===== config.mk =====
export PLATFORM = sky130hd
export DESIGN_NAME = res_capture
export DESIGN_NICKNAME = d
export VERILOG_FILES = /design/src/rtl/res_capture_pkg.sv /design/src/rtl/res_fifo.sv /design/src/rtl/res_capture.sv
export SDC_FILE = /design/constraint.sdc
export NUM_CORES = 1
export LEC_CHECK = 0
export BUFFER_PORTS_ARGS = -buffer_cell sky130_fd_sc_hd__buf_2
export CORE_ASPECT_RATIO = 1.1
export CORE_MARGIN = 4
export CORE_UTILIZATION = 58
export CTS_CLUSTER_DIAMETER = 100
export CTS_CLUSTER_SIZE = 16
export DETAILED_ROUTE_END_ITERATION = 10
export PLACE_DENSITY_LB_ADDON = 0.3
export SLEW_MARGIN = 30
export SYNTH_ARGS = -nofsm -noshare
export SYNTH_HDL_FRONTEND = slang
export SYNTH_HIERARCHICAL = 1
export SYNTH_SLANG_ARGS = --single-unit
export TNS_END_PERCENT = 100

===== constraint.sdc =====
create_clock -name clk -period 5.75 [get_ports clk]
set_input_delay 1.15 -clock clk [delete_from_list [all_inputs] [get_ports clk]]
set_output_delay 1.15 -clock clk [all_outputs]
set_load 0.005 [all_outputs]

===== src/rtl/res_capture_pkg.sv =====
// Shared constants and the result-word unpacking function for the res_capture stage.
package res_capture_pkg;

    localparam int unsigned RES_W  = 30;
    localparam int unsigned LIVE_W = 10;

    localparam logic [RES_W-1:0] CONST_MASK = 30'h0798CFFF;
    localparam logic [RES_W-1:0] CONST_VAL  = 30'h031086E8;

    // Bit 22 is carried inverted in the result word; undo it to restore stimulus polarity.
    function automatic logic [LIVE_W-1:0] extract_live(input logic [RES_W-1:0] d);
        return {d[29:27], ~d[22], d[21], d[18:16], d[13:12]};
    endfunction

    function automatic logic const_bad(input logic [RES_W-1:0] d);
        return (d & CONST_MASK) != CONST_VAL;
    endfunction

endpackage


===== src/rtl/res_fifo.sv =====
// DEPTH x WIDTH synchronous FIFO; storage is not reset, only pointers and occupancy.
module res_fifo
    import res_capture_pkg::*;
#(
    parameter int unsigned DEPTH = 4,
    parameter int unsigned WIDTH = LIVE_W
) (
    input  logic             clk,
    input  logic             rst_n,
    input  logic             push,
    input  logic [WIDTH-1:0] push_data,
    input  logic             pop,
    output logic [WIDTH-1:0] pop_data,
    output logic             full,
    output logic             empty
);

    localparam int unsigned PTR_W = $clog2(DEPTH);
    localparam int unsigned CNT_W = PTR_W + 1;

    logic [WIDTH-1:0] mem_q [DEPTH];
    logic [PTR_W-1:0] wr_ptr_q, wr_ptr_d;
    logic [PTR_W-1:0] rd_ptr_q, rd_ptr_d;
    logic [CNT_W-1:0] count_q, count_d;
    logic             do_push, do_pop;

    assign full    = (count_q == CNT_W'(DEPTH));
    assign empty   = (count_q == '0);
    assign do_push = push && !full;
    assign do_pop  = pop && !empty;

    always_comb begin
        wr_ptr_d = wr_ptr_q;
        rd_ptr_d = rd_ptr_q;
        count_d  = count_q;
        if (do_push) wr_ptr_d = wr_ptr_q + PTR_W'(1);
        if (do_pop)  rd_ptr_d = rd_ptr_q + PTR_W'(1);
        case ({do_push, do_pop})
            2'b10:   count_d = count_q + CNT_W'(1);
            2'b01:   count_d = count_q - CNT_W'(1);
            default: count_d = count_q;
        endcase
    end

    always_ff @(posedge clk) begin
        if (!rst_n) begin
            wr_ptr_q <= '0;
            rd_ptr_q <= '0;
            count_q  <= '0;
        end else begin
            wr_ptr_q <= wr_ptr_d;
            rd_ptr_q <= rd_ptr_d;
            count_q  <= count_d;
        end
    end

    always_ff @(posedge clk) begin
        if (do_push) mem_q[wr_ptr_q] <= push_data;
    end

    assign pop_data = empty ? '0 : mem_q[rd_ptr_q];

endmodule


===== src/rtl/res_capture.sv =====
// Result-word capture: constant-field checker, counters and FIFO handshake glue.
// Optional: define RES_CAPTURE_DROP_BAD_EN to keep bad words out of the FIFO.
module res_capture
    import res_capture_pkg::*;
#(
    parameter int unsigned DEPTH = 4
) (
    input  logic              clk,
    input  logic              rst_n,
    input  logic              in_valid,
    output logic              in_ready,
    input  logic [RES_W-1:0]  in_data,
    output logic              out_valid,
    input  logic              out_ready,
    output logic [LIVE_W-1:0] out_data,
    output logic [7:0]        err_cnt,
    output logic              err_flag,
    output logic [15:0]       word_cnt
);

    logic        full, empty;
    logic        accept, bad, push, pop;
    logic [7:0]  err_cnt_q, err_cnt_d;
    logic        err_flag_q, err_flag_d;
    logic [15:0] word_cnt_q, word_cnt_d;

    assign in_ready  = rst_n && !full;
    assign out_valid = !empty;
    assign accept    = in_valid && in_ready;
    assign pop       = out_valid && out_ready;
    assign bad       = const_bad(in_data);

`ifdef RES_CAPTURE_DROP_BAD_EN
    assign push = accept && !bad;
`else
    assign push = accept;
`endif

    res_fifo #(
        .DEPTH (DEPTH),
        .WIDTH (LIVE_W)
    ) u_fifo (
        .clk       (clk),
        .rst_n     (rst_n),
        .push      (push),
        .push_data (extract_live(in_data)),
        .pop       (pop),
        .pop_data  (out_data),
        .full      (full),
        .empty     (empty)
    );

    always_comb begin
        err_cnt_d  = err_cnt_q;
        err_flag_d = err_flag_q;
        word_cnt_d = word_cnt_q;
        if (accept) begin
            word_cnt_d = word_cnt_q + 16'd1;
            if (bad) begin
                err_flag_d = 1'b1;
                if (err_cnt_q != '1) err_cnt_d = err_cnt_q + 8'd1;
            end
        end
    end

    always_ff @(posedge clk) begin
        if (!rst_n) begin
            err_cnt_q  <= '0;
            err_flag_q <= 1'b0;
            word_cnt_q <= '0;
        end else begin
            err_cnt_q  <= err_cnt_d;
            err_flag_q <= err_flag_d;
            word_cnt_q <= word_cnt_d;
        end
    end

    assign err_cnt  = err_cnt_q;
    assign err_flag = err_flag_q;
    assign word_cnt = word_cnt_q;

endmodule


==> results of run 1 <==
state kept, by name, summed over array words and instances, names as in the netlist, named ones only:
signal,flops
u_fifo/wr_ptr_q,2
u_fifo/count_q,3
err_flag,1
u_fifo/mem_q,40
word_cnt,16
u_fifo/rd_ptr_q,2
err_cnt,8
logic make-up after synthesis:
family,count (synthesis),synth area share [%]
adder cells (fa/ha/maj),8,3.33
buffers and inverters,18,2.56
multiplexers,17,9.15
XOR/XNOR,14,3.80
AO/OA/AOI/OAI,19,4.03
flip-flops,74,58.3
AND/OR/NAND/NOR,102,18.8
worst max-delay path: stages:
cell and delay, ns:
buf_2 0.30, clkinv_1 0.48, nor2_1 0.20, buf_2 0.14
worst min-delay path by stage:
stage / start / to / cells past startpoint
global route: word_cnt[15] / word_cnt[15] / 1
floorplan: u_fifo/rd_ptr_q[1] / flop / 2
detailed placement: word_cnt[15] / word_cnt[15] / 1
global placement: err_cnt[4] / err_cnt[4] / 1
CTS: word_cnt[15] / word_cnt[15] / 1
finish: word_cnt[15] / word_cnt[15] / 1
layout make-up:
type,count,area [um2]
sequential,74,1880
fill,437,1560
multi-input combinational,160,1260
timing repair buffer,71,358
clock buffer,9,124
tap,75,93.8
clock inverter,7,78.8
inverter,9,33.8
power groups by stage:
stage / logic (uW) / registers [uW] / clock network [uW]
2_1_floorplan: 64.2 / 592 / 0
3_3_place_gp: 97.6 / 596 / 0
3_5_place_dp: 101 / 597 / 0
4_1_cts: 101 / 584 / 413
5_1_grt: 114 / 587 / 435
6_report: 99.0 / 584 / 400
routing by layer:
layer	part of all wire, %	wire length (um)	vias to the layer above
met2	51	3010	50
met1	43	2570	1015
met5	0	0	-
li1	-	-	1069
met4	1.6	93	0
met3	4.6	274	9
layout by cell type (no fill, tap or decap), types with 2 or more instances in the layout:
cell type | synthesis | final
nor2_1 | 16 | 16
clkinvlp_4 | 0 | 2
nand4_1 | 7 | 7
xor2_1 | 11 | 11
and3_1 | 7 | 7
a21oi_1 | 2 | 2
nor2b_4 | 2 | 2
ha_1 | 7 | 7
nand3_1 | 10 | 10
nor2b_1 | 10 | 10
mux4_2 | 10 | 10
nor4bb_1 | 4 | 4
buf_2 | 2 | 70
xnor2_1 | 3 | 3
clkinv_4 | 0 | 2
nand2_1 | 21 | 21
clkbuf_8 | 0 | 9
mux2i_1 | 7 | 7
and4_1 | 2 | 2
or3_1 | 4 | 4
edfxtp_1 | 40 | 40
o21ai_0 | 8 | 8
dfxtp_1 | 34 | 34
inv_1 | 8 | 8
and2_1 | 7 | 7
per-stage QoR:
stage | area [um2] | std cells | hold WS, ns
floorplan | 3230 | 252 | 0.456
global placement | 3630 | 389 | 0.458
detailed placement | 3630 | 389 | 0.458
CTS | 3830 | 405 | 0.473
global route | 3830 | 405 | 0.490
finish | 3830 | 405 | 0.473
==> flow_summary.ini, run 1 <==
[outcome]
status = finished, final reports clean

[placement]
dp_hpwl_um = 4220
pre_cts_ws_ns = 2.20
port_buffers = 70
gp_congestion = 0.848

[synthesis]
ys_types = 49
synth_commonest_cells = 40 x edfxtp_1, 34 x dfxtp_1, 21 x nand2_1, 16 x nor2_1, 11 x xor2_1
synth_area_leader_cell = edfxtp_1
synth-seq-area-share_pct = 58.3
postSynthCellCount = 252
ys_warn_count = 6
synth_area_leaders = edfxtp_1 37%, dfxtp_1 21%, mux4_2 7.0%, xor2_1 3.0%, ha_1 2.7%
synth_flop_cell = edfxtp_1
synth_seq_cells = 74
yosysMostFrequentCell = edfxtp_1
syn_avg_cell_area_um2 = 12.8
async_reset_ff_share_pct = 0
syn-num-nets = 294
netlist_area_um2 = 3230
synth_top_area_share_pct = 37.2
synth-edff-count = 40

[grt]
grt-busiest-layer = met2
grt_pass1_vias = 2171
gr-usage-met1_pct = 24.7
grt_util_met3_pct = 4.05
track_usage_pct = 19.2
grt_pass1_wl_um = 10200
grt_max_degree = 23
grt_use_met2_pct = 31.5
antenna_found_initial = 0
gr-total-overflow = 0

[cells_and_area]
area_delta_synth_final_pct = 18.8
n_antenna_cell = 0
final_util_pct = 71.1
layout.nets = 367
drive_gt1_share_pct = 31.8

[cts]
cts_tree = built
insertion_delay_ns = 0.34
root_buffer = clkbuf_8
cts_max_path_buffers = 2
cts_max_level = 3
cts_resized = 0
cts_setup_buffers = 0
cts_made_buffers = 9
clock_sinks = 74
path_clk_slew_ns = 0.07
hold_buffers = 0

[worst_setup_path]
reg2reg_to = u_fifo/count_q[2]
r2r-start = u_fifo/count_q[2]
worstSetupEndpoint = in_ready
crit_fanout = 22
crit_start = rst_n
r2r_slack_ns = 3.12
critPathLaunchType = input port
worst_setup_path_end_kind = primary output
crit_arrival_ns = 2.28
reg2regPathDepth = 10
required_ns = 4.60
crit_type = input port to primary output

[drt]
dr.pass1.iters = 4
final_antenna_net_count = 0
drtIter0Drc = 102
wl_um = 5940
routed_via_density = 5.29
drc_errors = 0
vias = 2143
wl_per_cell_um = 14.7

[power_and_ir_drop]
p_total_uw = 1080
p_clk_share_pct = 36.9
p_switching_uw = 258
combPwrFrac_pct = 9.1
vdd_drop_max_v = 0.000159
swShare_pct = 23.8
leakagePower_uw = 0.00153
power_density_nw_per_um2 = 283
seq_power_share_pct = 53.9
p_int_uw = 825

[timing]
maxSlewViolCount = 0
timing.final.crit_share_pct = 59.7
setup_violations = 0
grt_setup_unrepaired = false
fmax_mhz = 291
postLayoutSetupSlackWorst_ns = 2.32
skew_ns = 0.00627
tns_ns = 0
period_minus_slack_ns = 3.43
slew_headroom_pct = 55.9
worst_pin_slew_ns = 0.661
hold_violations = 0

[flow_run]
cap_violations = 0

[min_path]
hold_path.class = flop to flop

[die]
num_rows = 28
initial_core_util_pct = 59.8
core_area_um2 = 5400
die_h_um = 86.2
io_pins = 71
die_w_um = 79.1
dieArea_um2 = 6820
(Power assumes the default switching activity.)
==> inputs of run 2 (changes only) <==
ABC_AREA = 1   (was default)
CORE_UTILIZATION = 54   (was 58)
clock period = 3.19 ns   (was 5.75 ns; I/O delays follow)
==> run 2 against run 1 <==
Critical path depth is 1 higher; global-route usage is 1.1 points lower; non-clock buffer count is 5 higher; critical endpoint is now out_data[9]; synthesized area is 7.1% higher; final cell count is 39% higher; first-iteration DRC count is 5.9% lower; utilization is 5.3 points lower; power is 88% higher.
==> flow_summary.ini, run 2 <==
[outcome]
status = finished, final reports clean

[cells_and_area]
drive_gt1_share_pct = 21.9
mostFrequentLayoutCells = 84 x nor2_1, 70 x buf_2, 59 x nand2_1
mostFrequentLayoutCell = nor2_1
layout.nets = 521
final_util_pct = 65.8
postLayoutCellArea_um2 = 4070
fillers = 506
n_antenna_cell = 0
top_register = u_fifo/mem_q
area_delta_synth_final_pct = 17.8
largest_reg_flops = 40

[cts]
cts_made_buffers = 9
root_buffer = clkbuf_8
clock_sinks = 74
insertion_delay_ns = 0.34
path_clk_slew_ns = 0.08
cts_max_level = 3
cts_resized = 0
cts_max_path_buffers = 2
hold_buffers = 0
cts_setup_buffers = 0
cts_tree = built

[synthesis]
synth-edff-count = 40
ys_warn_count = 6
syn_avg_cell_area_um2 = 8.60
synth_commonest_cells = 84 x nor2_1, 59 x nand2_1, 54 x inv_1, 40 x edfxtp_1, 34 x dfxtp_1
synth_xor_area_share_pct = 0.760
synthSimpleGateAreaFrac_pct = 24.5
post_synth_mux_area_share_pct = 0
synth_top_family_by_area = simple AND/OR/NAND/NOR gates
synth_area_leader_cell = edfxtp_1
ys_types = 29
synthAdderAreaFrac_pct = 3.11
synth_compound_area_share_pct = 8.73
yosysMostFrequentCell = nor2_1
async_reset_ff_share_pct = 0
netlist_area_um2 = 3460
synth_top_area_share_pct = 34.8
synth_area_leaders = edfxtp_1 35%, dfxtp_1 20%, nor2_1 9.1%, nand2_1 6.4%, inv_1 5.9%
synth_seq_cells = 74
postSynthCellCount = 402
synth-seq-area-share_pct = 54.5
synth_flop_cell = edfxtp_1
syn-num-nets = 444

[drt]
wl_per_cell_um = 11.9
final_antenna_net_count = 0
dr.pass1.iters = 4
drc_errors = 0
wl_um = 6730
drtIter0Drc = 96
vias = 2809
routed_via_density = 4.98

[placement]
gp_congestion = 0.803
place_area_um2 = 3870
port_buffers = 70
dp_hpwl_um = 4790

[timing]
tns_ns = 0
grt_setup_unrepaired = false
fmax_mhz = 414
timing.hold.ws_ns = 0.482
skew_ns = 0.00665
hold_violations = 0
setup_violations = 0
timing.final.crit_share_pct = 75.7
slew_headroom_pct = 61.2
maxSlewViolCount = 0
period_minus_slack_ns = 2.41
worst_pin_slew_ns = 0.581

[worst_setup_path]
worst_setup_path_end_kind = primary output
worstSetupEndpoint = out_data[9]
reg2reg_to = u_fifo/count_q[2]
required_ns = 2.55
crit_type = flop to primary output
r2r-start = u_fifo/count_q[2]
critPathLaunchType = flop
crit_arrival_ns = 1.78
reg2regPathDepth = 14
crit_fanout = 21
r2r_slack_ns = 0.94

[grt]
grt_pass1_vias = 2668
grt_pass1_wl_um = 11300
gr-total-overflow = 0
antenna_found_initial = 0
grt_max_degree = 22
track_usage_pct = 18.1

[power_and_ir_drop]
vdd_drop_max_v = 0.000378
leakagePower_uw = 0.00179
power_density_nw_per_um2 = 501

[min_path]
hold_start = err_flag
hold_path.class = flop to flop

[flow_run]
cap_violations = 0

[die]
core_area_um2 = 6190
dieArea_um2 = 7740
die_h_um = 91.9
initial_core_util_pct = 55.8
num_rows = 30
die_w_um = 84.3
io_pins = 71
[run 2: worst min-delay path by stage]
stage / endpoint / slack (ns) / cells past startpoint
2_1_floorplan: err_flag / 0.46 / 2
3_3_place_gp: err_flag / 0.47 / 2
6_report: err_flag / 0.48 / 2
5_1_grt: u_fifo/mem_q[1][1] / 0.49 / 1
3_5_place_dp: err_flag / 0.45 / 2
4_1_cts: u_fifo/mem_q[1][8] / 0.49 / 1
[run 2: per-layer routing]
layer | GRT usage, % | wire length [um]
met5 | 0 | 0
met4 | 8.31 | 41
met1 | 20.4 | 2770
met2 | 33.2 | 3610
met3 | 3.05 | 305
[run 2: final cells by class]
class / count / area, um2 / area share (%)
inverters: 56 / 210 / 5.16
well taps: 80 / 100 / 2.46
clock inverters: 7 / 77.6 / 1.90
clock buffers: 9 / 124 / 3.04
repair buffers: 76 / 395 / 9.71
flip-flops and latches: 74 / 1880 / 46.2
multi-input cells: 262 / 1280 / 31.5
[run 2: through the flow]
stage                     instances  setup slack, ns  power, uW
after detailed placement        548            0.920       1340
final                           564            0.776       2040
after global routing            564            0.601       2150
after floorplan                 402             1.10       1250
after CTS                       564            0.765       2060
after global placement          548            0.985       1330
[run 2: logic make-up (layout without fill, tap and decap cells)]
logic type | count (synthesis) | after routing
buffers and inverters | 66 | 148
AOI/OAI and AO/OA | 59 | 59
and+or+nand+nor | 192 | 192
DFF | 74 | 74
adders and majority gates | 8 | 8
xor gates and xnor gates | 3 | 3
[run 2: where the power goes]
part | switching (uW) | leakage, uW | internal, uW
registers | 18.5 | 0.000639 | 1030
logic | 164 | 0.00105 | 102
clock network | 353 | 0.000105 | 369
total | 535 | 0.00179 | 1510
[run 2: worst max-delay path, stage by stage (launching register included)]
cell	delay [ns]
dfxtp_1	0.30
buf_4	0.20
inv_1	0.46
o21ai_1	0.14
a21oi_1	0.19
buf_2	0.14
==> inputs of run 3 (changes only) <==
CORE_UTILIZATION = 49   (was 54)
clock period = 2.1 ns   (was 3.19 ns; I/O delays follow)
==> run 3 against run 2 <==
Non-clock buffer count up 7; setup slack worse by 0.69 ns; clock-buffer cell count up 1; sequential cell count unchanged; die area up 9.3%; sequential share of layout area down 0.89 points; final cell count up 1.6%; hold slack worse by 0.19 ns; largest cell class unchanged.
==> flow_summary.ini, run 3 (synthesis gave the netlist of run 2 again) <==
[worst_setup_path]
worstPathCellList = buf_4 > nor2_1 > nor2_1 > o21ai_1 > a21oi_1 > buf_2
r2r-start = u_fifo/count_q[0]
crit_fanout = 20
crit_arrival_ns = 1.59
cp_slowest_stage_delay_ns = 0.40
reg2regPathDepth = 16
r2r_slack_ns = 0.21
cp_common_cell = nor2_1
reg2reg_to = u_fifo/count_q[2]
crit_type = flop to primary output
cp_slowest_cell = dfxtp_1
critPathLaunchType = flop
required_ns = 1.68
worst_setup_path_end_kind = primary output

[die]
core_area_um2 = 6710
num_rows = 31
io_pins = 71
die_h_um = 96.1
dieArea_um2 = 8460
die_w_um = 88.1
initial_core_util_pct = 51.5

[grt]
gr-total-overflow = 0
grt_max_degree = 22
grt_pass1_wl_um = 11600
track_usage_pct = 17.8
antenna_found_initial = 0
grt_pass1_vias = 2716

[cells_and_area]
drive_gt1_share_pct = 24.0
top_register = u_fifo/mem_q
fillers = 588
postLayoutCellArea_um2 = 4160
mostFrequentLayoutCells = 83 x nor2_1, 70 x buf_2, 59 x nand2_1
area_delta_synth_final_pct = 20.3
n_antenna_cell = 0
layout.nets = 528
stdcell_count = 573
mostFrequentLayoutCell = nor2_1
largest_reg_flops = 40

[placement]
port_buffers = 70
place_area_um2 = 3910
dp_hpwl_um = 4960
gp_congestion = 0.823
dp_cells = 555

[drt]
routed_via_density = 4.92
final_antenna_net_count = 0
vias = 2821
drc_errors = 0
wl_per_cell_um = 12.2
dr.pass1.iters = 4
wl_um = 7020
drtIter0Drc = 119

[timing]
maxSlewViolCount = 0
timing.hold.ws_ns = 0.290
hold_violations = 0
slew_headroom_pct = 72.7
skew_ns = 0.00666
grt_setup_unrepaired = true
timing.final.crit_share_pct = 95.8
period_minus_slack_ns = 2.01
setup_violations = 0
worst_pin_slew_ns = 0.408
fmax_mhz = 497

[min_path]
hold_depth = 1
hold_start = in_data[17]
whs_endpoint = u_fifo/mem_q[3][3]
hold_path.class = input port to flop

[cts]
hold_buffers = 0
cts_max_path_buffers = 2
insertion_delay_ns = 0.34
clock_sinks = 74
cts_made_buffers = 9
cts_max_level = 3
path_clk_slew_ns = 0.08
cts_tree = built
root_buffer = clkbuf_8

[outcome]
status = finished, final reports clean

[flow_run]
cap_violations = 0

[power_and_ir_drop]
power_density_nw_per_um2 = 774
vdd_drop_max_v = 0.000451
leakagePower_uw = 0.00183
run 3: cell count changes in the layout (fill, tap and decap cells not counted), sizes merged:
cell | previous run | this run
buf | 76 | 83
bufinv | 1 | 2
clkinv | 4 | 2
clkinvlp | 0 | 2
inv | 58 | 56
clkbuf | 9 | 10
run 3: worst max path at each step:
| stage | end | slack, ns | cells after the start |
|---|---|---|---|
| floorplan | u_fifo/count_q[2] | 0.01 | 17 |
| global route | out_data[7] | -0.01 | 6 |
| detailed placement | u_fifo/count_q[2] | 0.11 | 15 |
| global placement | u_fifo/count_q[2] | 0.16 | 16 |
| CTS | out_data[0] | 0.03 | 4 |
| finish | out_data[7] | 0.09 | 6 |
run 3: through the flow:
| stage | util (%) | setup WS (ns) | total power [uW] | setup TNS (ns) |
|---|---|---|---|---|
| CTS | 61.5 | 0.0342 | 3260 | 0 |
| finish | 62.0 | 0.0890 | 3220 | 0 |
| floorplan | - | 0.0129 | 1900 | 0 |
| global route | 62.0 | -0.0129 | 3390 | -0.0160 |
| detailed placement | 58.3 | 0.106 | 2060 | 0 |
| global placement | 58.3 | 0.165 | 2040 | 0 |
run 3: area by class of cell:
class                           instances  area (um2)  area share, %
Timing Repair Buffer                   83         448           10.8
Tap cell                               82         103           2.47
Clock inverter                          6        90.1           2.17
Multi-Input combinational cell        262        1290           31.1
Clock buffer                           10         128           3.07
Sequential cell                        74        1880           45.3
Inverter                               56         214           5.15
run 3: power by group:
group	internal [uW]	switching, uW
Combinational	174	257
Clock	673	513
Sequential	1570	30.2
run 3: worst max-delay path, delay by kind of cell, from the launching register on:
kind,cells,cell delay [ns]
compound gates,2,0.25
buf+inv,2,0.41
flops,1,0.40
simple gates,2,0.19
run 3: what timing repair did:
| action | in CTS | in global routing |
|---|---|---|
| setup endpoints to repair | 0 | 9 |
| endpoints found under the hold margin | 0 | 0 |
| resized for setup | 0 | 7 |
| setup buffers | 0 | 2 |
run 3: per-layer routing:
| metal | GRT usage [%] | share of wire [%] | vias up |
|---|---|---|---|
| li1 | - | - | 1466 |
| met1 | 20.3 | 42 | 1285 |
| met2 | 31.3 | 51 | 59 |
| met3 | 4.11 | 5.2 | 11 |
| met4 | 8.44 | 1.9 | 0 |
| met5 | 0 | 0 | - |
